File: config.mk
export PLATFORM = sky130hd
export DESIGN_NAME = mem_ctrl
export DESIGN_NICKNAME = d
export VERILOG_FILES = /design/src/rtl/mem_ctrl_pkg.sv /design/src/rtl/mem_ctrl_byte_assembler.sv /design/src/rtl/mem_ctrl.sv
export SDC_FILE = /design/constraint.sdc
export NUM_CORES = 1
export LEC_CHECK = 0
export BUFFER_PORTS_ARGS = -buffer_cell sky130_fd_sc_hd__buf_4
export CAP_MARGIN = 20
export CORE_ASPECT_RATIO = 0.8
export CORE_MARGIN = 2
export CORE_UTILIZATION = 50
export CTS_BUF_LIST = sky130_fd_sc_hd__clkbuf_2 sky130_fd_sc_hd__clkbuf_4 sky130_fd_sc_hd__clkbuf_8
export CTS_CLUSTER_DIAMETER = 200
export DETAILED_ROUTE_END_ITERATION = 8
export PLACE_DENSITY = 0.73
export SLEW_MARGIN = 20
export SYNTH_ARGS = -nofsm -noshare
export SYNTH_HDL_FRONTEND = slang
export SYNTH_SLANG_ARGS = --single-unit
File: constraint.sdc
create_clock -name clk -period 4.56 [get_ports clk]
set_clock_uncertainty 0.1 [all_clocks]
set_input_delay 0.228 -clock clk [delete_from_list [all_inputs] [get_ports clk]]
set_output_delay 0.228 -clock clk [all_outputs]
set_load 0.005 [all_outputs]
File: src/rtl/mem_ctrl_pkg.sv
// Shared encodings for the byte-serial RAM arbiter: FSM states, access
// lengths, I/O window and the length-to-byte-count helper.
package mem_ctrl_pkg;

  typedef enum logic [1:0] {
    IDLE   = 2'd0,
    IF_RD  = 2'd1,
    MEM_RD = 2'd2,
    MEM_WR = 2'd3
  } state_t;

  localparam logic [1:0]  LEN_B = 2'd0;
  localparam logic [1:0]  LEN_H = 2'd1;
  localparam logic [1:0]  LEN_W = 2'd2;

  localparam logic [31:0] IO_BASE_DEF = 32'h0003_0000;

  localparam logic ENABLE  = 1'b1;
  localparam logic DISABLE = 1'b0;

  // Length code 3 is not a legal access; it is treated as a word.
  function automatic logic [2:0] len_bytes(input logic [1:0] len);
    case (len)
      LEN_B:   return 3'd1;
      LEN_H:   return 3'd2;
      default: return 3'd4;
    endcase
  endfunction

endpackage

File: src/rtl/mem_ctrl_byte_assembler.sv
// 32-bit little-endian word register filled one byte at a time; shared by the
// fetch and load paths. word_next exposes the insert so the last byte can be
// forwarded in the same edge it is captured.
module mem_ctrl_byte_assembler (
  input  logic        clk,
  input  logic        rst,
  input  logic        clear,
  input  logic        load,
  input  logic [1:0]  idx,
  input  logic [7:0]  din,
  output logic [31:0] word_q,
  output logic [31:0] word_next
);

  always_comb begin
    word_next = word_q;
    word_next[{idx, 3'b000} +: 8] = din;
  end

  always_ff @(posedge clk or negedge rst) begin
    if (!rst) begin
      word_q <= '0;
    end else if (clear) begin
      word_q <= '0;
    end else if (load) begin
      word_q <= word_next;
    end
  end

endmodule

File: src/rtl/mem_ctrl.sv
// Byte-serial arbiter between IF/MEM and a single-port 8-bit RAM. MEM wins
// arbitration; words are split/assembled one byte per cycle.
module mem_ctrl
  import mem_ctrl_pkg::*;
#(
  parameter int          ADDR_W  = 32,
  parameter logic [31:0] IO_BASE = IO_BASE_DEF
) (
  input  logic              clk,
  input  logic              rst,
  input  logic              rdy,
  input  logic              if_req,
  input  logic [ADDR_W-1:0] if_addr,
  output logic              if_done,
  output logic [31:0]       if_inst,
  input  logic              mem_req,
  input  logic              mem_we,
  input  logic [1:0]        mem_len,
  input  logic [ADDR_W-1:0] mem_addr,
  input  logic [31:0]       mem_wdata,
  output logic              mem_done,
  output logic [31:0]       mem_rdata,
  output logic              if_stall,
  output logic              mem_stall,
  input  logic [7:0]        ram_din,
  output logic [7:0]        ram_dout,
  output logic [ADDR_W-1:0] ram_a,
  output logic              ram_wr,
  input  logic              io_buffer_full
);

  state_t            state;
  logic [2:0]        cnt;
  logic [2:0]        n_q;
  logic [ADDR_W-1:0] addr_q;
  logic [31:0]       wdata_q;

  logic              mem_io;
  logic              io_block;
  logic              acc_mem;
  logic              acc_if;
  logic [2:0]        n_new;
  logic [1:0]        idx;
  logic              rd_state;
  logic [31:0]       asm_q;
  logic [31:0]       asm_next;

  assign if_stall  = if_req & ~if_done;
  assign mem_stall = mem_req & ~mem_done;

  assign mem_io   = (mem_addr[17:16] == IO_BASE[17:16]);
  assign io_block = mem_req & mem_we & mem_io & io_buffer_full;
  // A request still held during its own done cycle must not be restarted.
  assign acc_mem  = (state == IDLE) & ~if_done & ~mem_done & mem_req & ~io_block;
  assign acc_if   = (state == IDLE) & ~if_done & ~mem_done & ~mem_req & if_req;
  assign n_new    = len_bytes(mem_len);
  assign idx      = cnt[1:0] - 2'd1;
  assign rd_state = (state == IF_RD) | (state == MEM_RD);

  mem_ctrl_byte_assembler u_asm (
    .clk       (clk),
    .rst       (rst),
    .clear     (rdy & (acc_mem | acc_if)),
    .load      (rdy & rd_state),
    .idx       (idx),
    .din       (ram_din),
    .word_q    (asm_q),
    .word_next (asm_next)
  );

  // RAM port is combinational so byte 0 goes out in the accept cycle.
  always_comb begin
    ram_a    = '0;
    ram_wr   = DISABLE;
    ram_dout = '0;
    if (rst) begin
      case (state)
        IDLE: begin
          if (acc_mem) begin
            ram_a = mem_addr;
            if (mem_we) begin
              ram_wr   = rdy;
              ram_dout = mem_wdata[7:0];
            end
          end else if (acc_if) begin
            ram_a = if_addr;
          end
        end
        MEM_WR: begin
          ram_a    = addr_q + ADDR_W'(cnt);
          ram_wr   = rdy;
          ram_dout = wdata_q[{cnt[1:0], 3'b000} +: 8];
        end
        IF_RD, MEM_RD: begin
          // While frozen, re-present the previous address so ram_din is
          // still the pending byte when rdy returns.
          if (!rdy) begin
            ram_a = addr_q + ADDR_W'(cnt) - ADDR_W'(1);
          end else if (cnt < n_q) begin
            ram_a = addr_q + ADDR_W'(cnt);
          end
        end
        default: ram_a = '0;
      endcase
    end
  end

  always_ff @(posedge clk or negedge rst) begin
    if (!rst) begin
      state     <= IDLE;
      cnt       <= '0;
      n_q       <= '0;
      addr_q    <= '0;
      wdata_q   <= '0;
      if_done   <= DISABLE;
      mem_done  <= DISABLE;
      if_inst   <= '0;
      mem_rdata <= '0;
    end else if (rdy) begin
      if_done  <= DISABLE;
      mem_done <= DISABLE;
      case (state)
        IDLE: begin
          if (acc_mem) begin
            addr_q  <= mem_addr;
            n_q     <= n_new;
            wdata_q <= mem_wdata;
            cnt     <= 3'd1;
            if (!mem_we) begin
              state <= MEM_RD;
            end else if (n_new == 3'd1) begin
              mem_done <= ENABLE;
              cnt      <= '0;
            end else begin
              state <= MEM_WR;
            end
          end else if (acc_if) begin
            addr_q <= if_addr;
            n_q    <= 3'd4;
            cnt    <= 3'd1;
            state  <= IF_RD;
          end
        end
        MEM_WR: begin
          if (cnt == n_q - 3'd1) begin
            mem_done <= ENABLE;
            cnt      <= '0;
            state    <= IDLE;
          end else begin
            cnt <= cnt + 3'd1;
          end
        end
        IF_RD, MEM_RD: begin
          if (cnt == n_q) begin
            if (state == IF_RD) begin
              if_done <= ENABLE;
              if_inst <= asm_next;
            end else begin
              mem_done  <= ENABLE;
              mem_rdata <= asm_next;
            end
            cnt   <= '0;
            state <= IDLE;
          end else begin
            cnt <= cnt + 3'd1;
          end
        end
        default: state <= IDLE;
      endcase
    end
  end

endmodule

[Word level (Yosys, flattened, before mapping)]
Index checks and enable logic that the tools add are counted.
Storage, ports and cells
  flip-flop bits (word level): 170
  input bits: 113
  output and inout port bits: 109
  logic and storage cells: 109
Cells by class
  $add $sub $neg: 6
  order comparisons: 1
  equality and inequality tests: 12
  shifts and indexed selects: 3
  mux-type cells: 46
  bitwise operators: 20
  reduce and logical (&&, ||, !) cells: 11
Operator list (number)
  $mux 32: 9
  $pmux 32 s3: 1
  $add 32x3->32: 1
  $bwmux 32: 1
  $shift 8x7->32 const A: 1
  $shiftx 32x6->8: 1
  $shiftx 8x7->32: 1
  $sub 32x1->32 const B: 1
  $mux 8: 3
  $mux 3: 6
  $pmux 8 s2: 1
  $mux 1: 14
  $and 1x1->1: 13
  $mux 2: 6
  $pmux 3 s3: 1
  $reduce_and 4->1: 2
  $neg 5->7: 1
  $eq 2x2->1 const B: 3
  $eq 3x3->1: 2
  $pmux 2 s3: 1
  $pmux 3 s2: 1
  $reduce_and 3->1: 2
  $not 1->1: 5
  $reduce_and 5->1: 1
  other kinds (16): 21

[Depth between registers and ports, before layout]
Gate-level depths: netlist (run 1).
  word-level depth: 9
  depth in mapped cells: 12

[Hierarchy]
A second synthesis (run 1) with hierarchy kept.
Unflattened totals
  cells, all modules: 1127
  area, all modules: 10720.3 um^2
Modules (own cells, without submodules)
  mem_ctrl: times used 1, cells an instance 963, area each 8919.8 um^2, sequential area each 3453.3 um^2
  mem_ctrl_byte_assembler: times used 1, cells an instance 164, area each 1800.5 um^2, sequential area each 800.8 um^2

[Worst setup path before layout (run 1)]
OpenSTA, ideal clock, no wires.
  path kind: register -> output
  start point: register cnt[0]
  end point: output port ram_a[17]
  data arrival time: 3.347 ns
  slack: 0.885 ns
  cell stages (with the launch flop): 10
  path buffers: 0
  cells stage by stage: dfrtp_1 ha_1 fa_1 xor2_1 or4_2 nor2_2 nand3_4 or3_4 or3_1 a311oi_1
Between the ends
  cells in the longest elaborated chain, start to end: 5
  elaborated cells on any way between the ends: 7
RTL lines
  from (decl): RTL line mem_ctrl.sv:33  | logic [2:0] cnt;
  from (signal assigned): RTL line mem_ctrl.sv:150  | cnt <= cnt + 3'd1;
  from (signal assigned): RTL line mem_ctrl.sv:165  | cnt <= cnt + 3'd1;
  $add 32x3->32 / $lt 3x3->1 (equally long branches)
  $sub 32x1->32 / $mux 32 (equally long branches): RTL line mem_ctrl.sv:98, mem_ctrl.sv:99
  $mux 32: RTL line mem_ctrl.sv:97  | if (!rdy) begin
  $pmux 32 s3 *: RTL line mem_ctrl.sv:77  | case (state)
  $mux 32 *: RTL line mem_ctrl.sv:76  | if (rst) begin
  to (decl): RTL line mem_ctrl.sv:27  | output logic [ADDR_W-1:0] ram_a,
Every way passes the cells marked *; elsewhere a longest branch is shown, timed or not.

[Worst setup path after layout (run 1)]
Same ends and word-level chain as after synthesis.

==> impl_metrics.env, run 1 <==
export IMPL_viasPerCell=6.03
export IMPL_grt_max_degree=76
export IMPL_reg2reg_to="addr_q[13]"
export IMPL_grt_use_total_pct=31.3
export IMPL_synth_async_reset_ratio_pct=100
export IMPL_fin_setup_tns_ps=0
export IMPL_cp_end_kind="output pin"
export IMPL_worstHoldPathType="in2reg"
export IMPL_layout_nets=1599
export IMPL_worstSetupPathType="reg2out"
export IMPL_die_h_um=133
export IMPL_synth_area_sq_mm=0.0104
export IMPL_met3_usage_pct=7.18
export IMPL_areaGrowthSynthToFinish_pct=31.3
export IMPL_post_route_min_period_ps=4410
export IMPL_fillerInstances=1713
export IMPL_status="complete, no violations"
export IMPL_ys_ff_latch=170
export IMPL_synth_fa_ha_area_share_pct=2.36
export IMPL_core_region_area_sq_mm=0.0205
export IMPL_maxCapViolations=0
export IMPL_gr_max_usage_layer="met1"
export IMPL_fin_ws_ps=154
export IMPL_synth_ff_type="dfrtp_1"
export IMPL_yosys_area_top_type="dfrtp_1"
export IMPL_start_util_pct=50.6
export IMPL_min_from="if_addr[2]"
export IMPL_synth_top_area_share_pct=40.9
export IMPL_vdd_drop_max_v=0.000427
export IMPL_antenna_found_initial=0
export IMPL_clockRootBuffer="clkbuf_8"
export IMPL_syn_num_nets=1331
export IMPL_syn_mean_instance_area_sq_um=8.67
export IMPL_clock_fmax_mhz=227
export IMPL_rows=47
export IMPL_r2r_start="state[1]"
export IMPL_drc=0
export IMPL_ys_warn_count=0
export IMPL_synthTopCellsByArea="dfrtp_1 (41%), nand2_1 (6.3%), a21oi_1 (6.2%)"
export IMPL_p_leak_nw=5.93
export IMPL_n_antenna_cell=0
export IMPL_synthMostInstantiatedCell="nand2_1"
export IMPL_min_path_cells=3
export IMPL_die_w_um=165
export IMPL_synth_compound_area_share_pct=21.5
export IMPL_p_per_area_mw_per_mm2=586
export IMPL_clock_sinks=170
export IMPL_cp_arrival_ps=4080
export IMPL_clkLatencyLatePin_ps=470
export IMPL_slew_violations=0
export IMPL_vias=10500
export IMPL_dr_pass1_iters=6
export IMPL_slew_headroom_pct=40.0
export IMPL_synth_distinct_cells=89
export IMPL_rsz0062_at_grt="no"
export IMPL_grt_overflow=0
export IMPL_first_global_vias=9994
export IMPL_grt_pass1_wl_um=53900
export IMPL_hold_violations=0
export IMPL_synthMuxAreaShare_pct=5.50
export IMPL_timing_final_crit_share_pct=96.6
export IMPL_die_area_sq_mm=0.0220
export IMPL_ios=222
export IMPL_clockBufferDepth=2
export IMPL_place_congestion=0.989
export IMPL_finalSetupViolCount=0
export IMPL_synth_simple_area_share_pct=22.0
export IMPL_wl_um=34000
export IMPL_synthTopCellsByCount="nand2_1 (175), dfrtp_1 (170), a21oi_1 (128)"
export IMPL_drtAntennaViolNets=0
export IMPL_groute_layer_met1_usage_pct=46.7
export IMPL_hpwl_um=23700
export IMPL_cts_made_buffers=17
export IMPL_layout_drive_gt1_share_pct=24.9
export IMPL_crit_fanout=9
export IMPL_port_buffers=221
export IMPL_synth_edf_count=0
export IMPL_drt_iter0_drc=1019
export IMPL_netlist_instances=1199
export IMPL_wire_per_inst_um=19.4
export IMPL_r2r_cells=10
export IMPL_grt_met2_usage_pct=45.8
export IMPL_clkSlewWorstSetupHoldPaths_ps=110
export IMPL_start_kind="register"
export IMPL_min_to="addr_q[2]"
export IMPL_required_ps=4230
export IMPL_yosysSeqAreaShare_pct=40.9
export IMPL_tightest_slew_ps=900
export IMPL_post_place_ws_ps=615
export IMPL_synth_top_family_by_area="simple AND/OR/NAND/NOR gates"
export IMPL_reg2reg_slack_ps=860
export IMPL_synthXorXnorAreaFrac_pct=3.37
export IMPL_cts_max_level=4
export IMPL_tritoncts="yes"
## per-layer routing
metal / vias to the layer above / share of wire, % / wire length, um
li1: 4851 / - / -
met1: 5145 / 46 / 15600
met2: 488 / 44 / 15000
met5: - / 0 / 0
met3: 57 / 8.2 / 2800
met4: 0 / 2.0 / 676
## repair_timing
| action | 4_1_cts | 5_1_grt |
|---|---|---|
| hold endpoints to repair | 155 | 0 |
| setup buffers | 0 | 4 |
| hold buffers | 95 | 0 |
| setup endpoints to repair | 0 | 11 |
| resized for setup | 0 | 11 |
## per-stage QoR
| step | utilization [%] | hold slack, ps | std cells | instance area, sq um | power [mW] |
|---|---|---|---|---|---|
| final | 66.5 | 19.7 | 1749 | 13600 | 8.00 |
| after global routing | 66.5 | 54.7 | 1749 | 13600 | 8.56 |
| after floorplan | - | -168 | 1199 | 10400 | 5.10 |
| after detailed placement | 59.5 | 192 | 1618 | 12200 | 6.62 |
| after global placement | 59.5 | 187 | 1618 | 12200 | 6.57 |
| after CTS | 66.0 | 8.17 | 1745 | 13600 | 7.87 |
## placed cells by master (no fill, tap or decap), types with 7 or more instances in the layout
| cell type | instances |
|---|---|
| a21oi_1 | 127 |
| a22o_1 | 22 |
| a22oi_1 | 18 |
| a311oi_1 | 13 |
| a31oi_1 | 8 |
| a41oi_1 | 19 |
| and3_1 | 7 |
| buf_4 | 248 |
| clkbuf_8 | 17 |
| dfrtp_1 | 170 |
| dlygate4sd3_1 | 95 |
| ha_1 | 17 |
| inv_1 | 14 |
| inv_6 | 7 |
| mux2_2 | 33 |
| mux4_2 | 8 |
| nand2_1 | 175 |
| nand3_1 | 42 |
| nand4_1 | 13 |
| nor2_1 | 105 |
| nor2b_1 | 41 |
| nor3_1 | 19 |
| o21ai_0 | 73 |
| xnor2_1 | 24 |
| xor2_1 | 15 |
## critical path, cell delays in order, from the launching register on
cell	delay, ps
dfrtp_1	390
ha_1	280
fa_1	500
xor2_1	210
or4_2	640
nor2_4	210
nand3_4	150
or3_4	400
or3_1	340
a311oi_1	330
buf_4	170
## state kept, by name, summed over array words and instances, names as in the netlist
name / cells
mem_rdata: 32
wdata_q: 32
u_asm.word_q: 32
mem_done: 1
addr_q: 32
state: 2
if_inst: 32
n_q: 3
if_done: 1
cnt: 3
## logic make-up (layout without fill, tap and decap cells)
| group | count (synthesis) | after routing |
|---|---|---|
| buffers and inverters | 111 | 392 |
| flip-flops | 170 | 170 |
| XOR/XNOR | 40 | 40 |
| multiplexers | 43 | 43 |
| AND/OR/NAND/NOR | 473 | 473 |
| adder cells (fa/ha/maj) | 19 | 19 |
| AO/OA/AOI/OAI | 343 | 343 |
## how the worst max path moves through the flow
stage	startpoint	end	slack, ps	cells after the start
global route	cnt[0]	ram_a[17]	10	10
global placement	cnt[0]	ram_a[17]	660	10
detailed placement	cnt[0]	ram_a[17]	610	10
CTS	cnt[0]	ram_a[17]	90	10
floorplan	cnt[0]	ram_a[17]	890	9
finish	cnt[0]	ram_a[17]	150	10
## final cells by class
| class | count | area [sq um] | area share (%) |
|---|---|---|---|
| clock buffers | 17 | 234 | 1.71 |
| clock inverters | 15 | 151 | 1.11 |
| inverters | 16 | 60.1 | 0.440 |
| multi-input cells | 918 | 5790 | 42.4 |
| flip-flops and latches | 170 | 4250 | 31.2 |
| well taps | 269 | 337 | 2.47 |
| repair buffers | 344 | 2820 | 20.7 |
## report_power, final
part	leakage (nW)	total [mW]	switching, mW	internal (mW)
Sequential	2.13	2.55	0.511	2.04
Clock	0.199	1.07	0.660	0.409
Combinational	3.60	4.38	2.45	1.93
Note: power is estimated with default switching activity, not from simulation.
==> inputs of run 2 (changes only) <==
--- a/config.mk
+++ b/config.mk
@@ -5,6 +5,7 @@
 export SDC_FILE = /design/constraint.sdc
 export NUM_CORES = 1
 export LEC_CHECK = 0
+export ABC_AREA = 1
 export BUFFER_PORTS_ARGS = -buffer_cell sky130_fd_sc_hd__buf_4
 export CAP_MARGIN = 20
 export CORE_ASPECT_RATIO = 0.8
@@ -13,6 +14,7 @@
 export CTS_BUF_LIST = sky130_fd_sc_hd__clkbuf_2 sky130_fd_sc_hd__clkbuf_4 sky130_fd_sc_hd__clkbuf_8
 export CTS_CLUSTER_DIAMETER = 200
 export DETAILED_ROUTE_END_ITERATION = 8
+export MAX_ROUTING_LAYER = met4
 export PLACE_DENSITY = 0.73
 export SLEW_MARGIN = 20
 export SYNTH_ARGS = -nofsm -noshare
==> impl_metrics.env, run 2 <==
export IMPL_clockBufferDepth=2
export IMPL_slew_headroom_pct=30.7
export IMPL_synth_async_reset_ratio_pct=100
export IMPL_rsz0062_at_grt="no"
export IMPL_p_leak_nw=6.88
export IMPL_clock_sinks=170
export IMPL_syn_num_nets=1654
export IMPL_p_total_mw=8.59
export IMPL_critPathSlowestCell="dfrtp_1"
export IMPL_slew_violations=0
export IMPL_crit_fanout=16
export IMPL_vdd_drop_max_v=0.000364
export IMPL_drt_iter0_drc=1119
export IMPL_wl_um=38100
export IMPL_worstSetupPathType="reg2out"
export IMPL_post_route_min_period_ps=4040
export IMPL_synth_distinct_cells=48
export IMPL_cp_end_kind="output pin"
export IMPL_cp_top_family="simple AND/OR/NAND/NOR gates"
export IMPL_n_antenna_cell=0
export IMPL_die_h_um=136
export IMPL_status="complete, no violations"
export IMPL_core_region_area_sq_mm=0.0216
export IMPL_clkLatencyLatePin_ps=470
export IMPL_worstHoldPathType="in2reg"
export IMPL_yosysSeqAreaShare_pct=38.8
export IMPL_clkSlewWorstSetupHoldPaths_ps=110
export IMPL_drtAntennaViolNets=0
export IMPL_final_cell_mix="nand2_1 (405), buf_4 (237), inv_1 (180)"
export IMPL_yosys_area_top_type="dfrtp_1"
export IMPL_cts_made_buffers=17
export IMPL_crit_chain="ha_1 > nand3_1 > nand3_1 > nand2_1 > nand2_1 > inv_2 > nand3_1 > nor2_2 > nand3_2 > nor3_1 > nand3_1 > nand2_1 > nand3b_1 > nand2_1 > inv_1 > buf_4"
export IMPL_p_per_area_mw_per_mm2=616
export IMPL_grt_overflow=0
export IMPL_grt_max_degree=128
export IMPL_required_ps=4230
export IMPL_cp_arrival_ps=3710
export IMPL_layout_drive_gt1_share_pct=21.6
export IMPL_timing_final_crit_share_pct=88.5
export IMPL_wire_per_inst_um=18.5
export IMPL_maxCapViolations=0
export IMPL_tightest_slew_ps=1040
export IMPL_stdcell_count=2066
export IMPL_ys_ff_latch=170
export IMPL_cp_slowest_stage_delay_ps=720
export IMPL_path_buf_inv=3
export IMPL_dp_cells=1967
export IMPL_start_util_pct=50.9
export IMPL_grt_pass1_wl_um=59400
export IMPL_fin_setup_tns_ps=0
export IMPL_placed_cell_area_sq_mm=0.0129
export IMPL_areaGrowthSynthToFinish_pct=27.1
export IMPL_synth_area_sq_mm=0.0110
export IMPL_dr_pass1_iters=6
export IMPL_layout_nets=1911
export IMPL_synth_top_area_share_pct=38.8
export IMPL_vias=11600
export IMPL_design_area_sq_mm=0.0139
export IMPL_cts_max_level=4
export IMPL_netlist_instances=1522
export IMPL_syn_mean_instance_area_sq_um=7.21
export IMPL_drc=0
export IMPL_grt_use_total_pct=34.2
export IMPL_synth_ff_type="dfrtp_1"
export IMPL_place_congestion=0.983
export IMPL_antenna_found_initial=0
export IMPL_clock_fmax_mhz=248
export IMPL_start_kind="register"
export IMPL_die_area_sq_mm=0.0231
export IMPL_hold_violations=0
export IMPL_port_buffers=221
export IMPL_hpwl_um=27100
export IMPL_viasPerCell=5.62
export IMPL_first_global_vias=10900
export IMPL_die_w_um=170
export IMPL_cts_resized_gates=0
export IMPL_post_cts_setup_buffers=0
export IMPL_ys_warn_count=0
export IMPL_synth_edf_count=0
export IMPL_fin_ws_ps=523
export IMPL_post_place_ws_ps=1090
export IMPL_ios=222
export IMPL_clockRootBuffer="clkbuf_8"
export IMPL_finalSetupViolCount=0
export IMPL_tritoncts="yes"
export IMPL_synthTopCellsByArea="dfrtp_1 (39%), nand2_1 (14%), inv_1 (6.2%)"
export IMPL_synthTopCellsByCount="nand2_1 (406), inv_1 (180), dfrtp_1 (170)"
export IMPL_rows=48
export IMPL_synthMostInstantiatedCell="nand2_1"
export IMPL_final_common_cell="nand2_1"
[run 2: changes by cell type after synthesis, moves of 28 or more]
cell and change:
nand2_1 +231, inv_1 +166, a21oi_1 -82, nand3_1 +58
o21ai_0 +58, nor2b_1 -41, o22ai_1 +39, nor2_1 +28
[run 2: stage by stage]
step / hold slack (ps) / util, %
3_5_place_dp: 139 / 59.7
2_1_floorplan: -168 / -
4_1_cts: 19.5 / 64.7
6_report: 42.0 / 64.7
3_3_place_gp: 138 / 59.7
5_1_grt: 76.9 / 64.7
[run 2: cell type report]
cell class | count | area [sq um]
repair buffers | 307 | 2490
clock buffers | 17 | 234
inverters | 188 | 706
clock inverters | 14 | 154
fillers | 1957 | 7620
multi-input cells | 1095 | 5760
well taps | 275 | 344
flip-flops and latches | 170 | 4250
[run 2: metal layers]
layer	share of wire [%]	vias up	track usage (%)
met3	9.2	54	7.07
li1	-	5531	-
met1	47	5487	50.1
met5	0	-	-
met2	42	548	48.3
met4	1.8	0	7.88
[run 2: worst paths after layout]
| kind | start | to | slack, ps | cells past startpoint |
|---|---|---|---|---|
| worst max-delay path | cnt[1] | ram_a[26] | 520 | 16 |
| min in group asynchronous | rst | addr_q[8] | 160 | 2 |
| worst min-delay path | if_addr[26] | addr_q[26] | 40 | 5 |
| max in group asynchronous | rst | if_inst[10] | 3110 | 3 |
| worst max register to register | state[0] | addr_q[31] | 1130 | 11 |
| worst min register to register | mem_rdata[22] | mem_rdata[22] | 390 | 2 |
[run 2: logic make-up (layout without fill, tap and decap cells)]
family / count (synthesis) / after routing / share of synthesized area, %
AO/OA/AOI/OAI: 288 / 288 / 15.4
buffers and inverters: 257 / 526 / 8.93
flip-flops: 170 / 170 / 38.8
multiplexers: 59 / 59 / 6.06
AND/OR/NAND/NOR: 724 / 724 / 28.3
XOR/XNOR: 5 / 5 / 0.399
adder cells (fa/ha/maj): 19 / 19 / 2.24
[run 2: what timing repair did]
action | in CTS | in global routing
endpoints found under the hold margin | 100 | 0
hold buffers | 68 | 0
setup endpoints to repair | 0 | 0
[run 2: worst min-delay path: cells and delay by family]
family / cells / cell delay, ps
simple gates: 2 / 130
buf+inv: 1 / 80
compound gates: 2 / 150
[run 2: power by group]
group / internal [mW] / leakage [nW] / switching [mW]
sequential: 2.06 / 2.20 / 0.456
clock: 0.409 / 0.193 / 0.690
combinational: 1.88 / 4.48 / 3.09
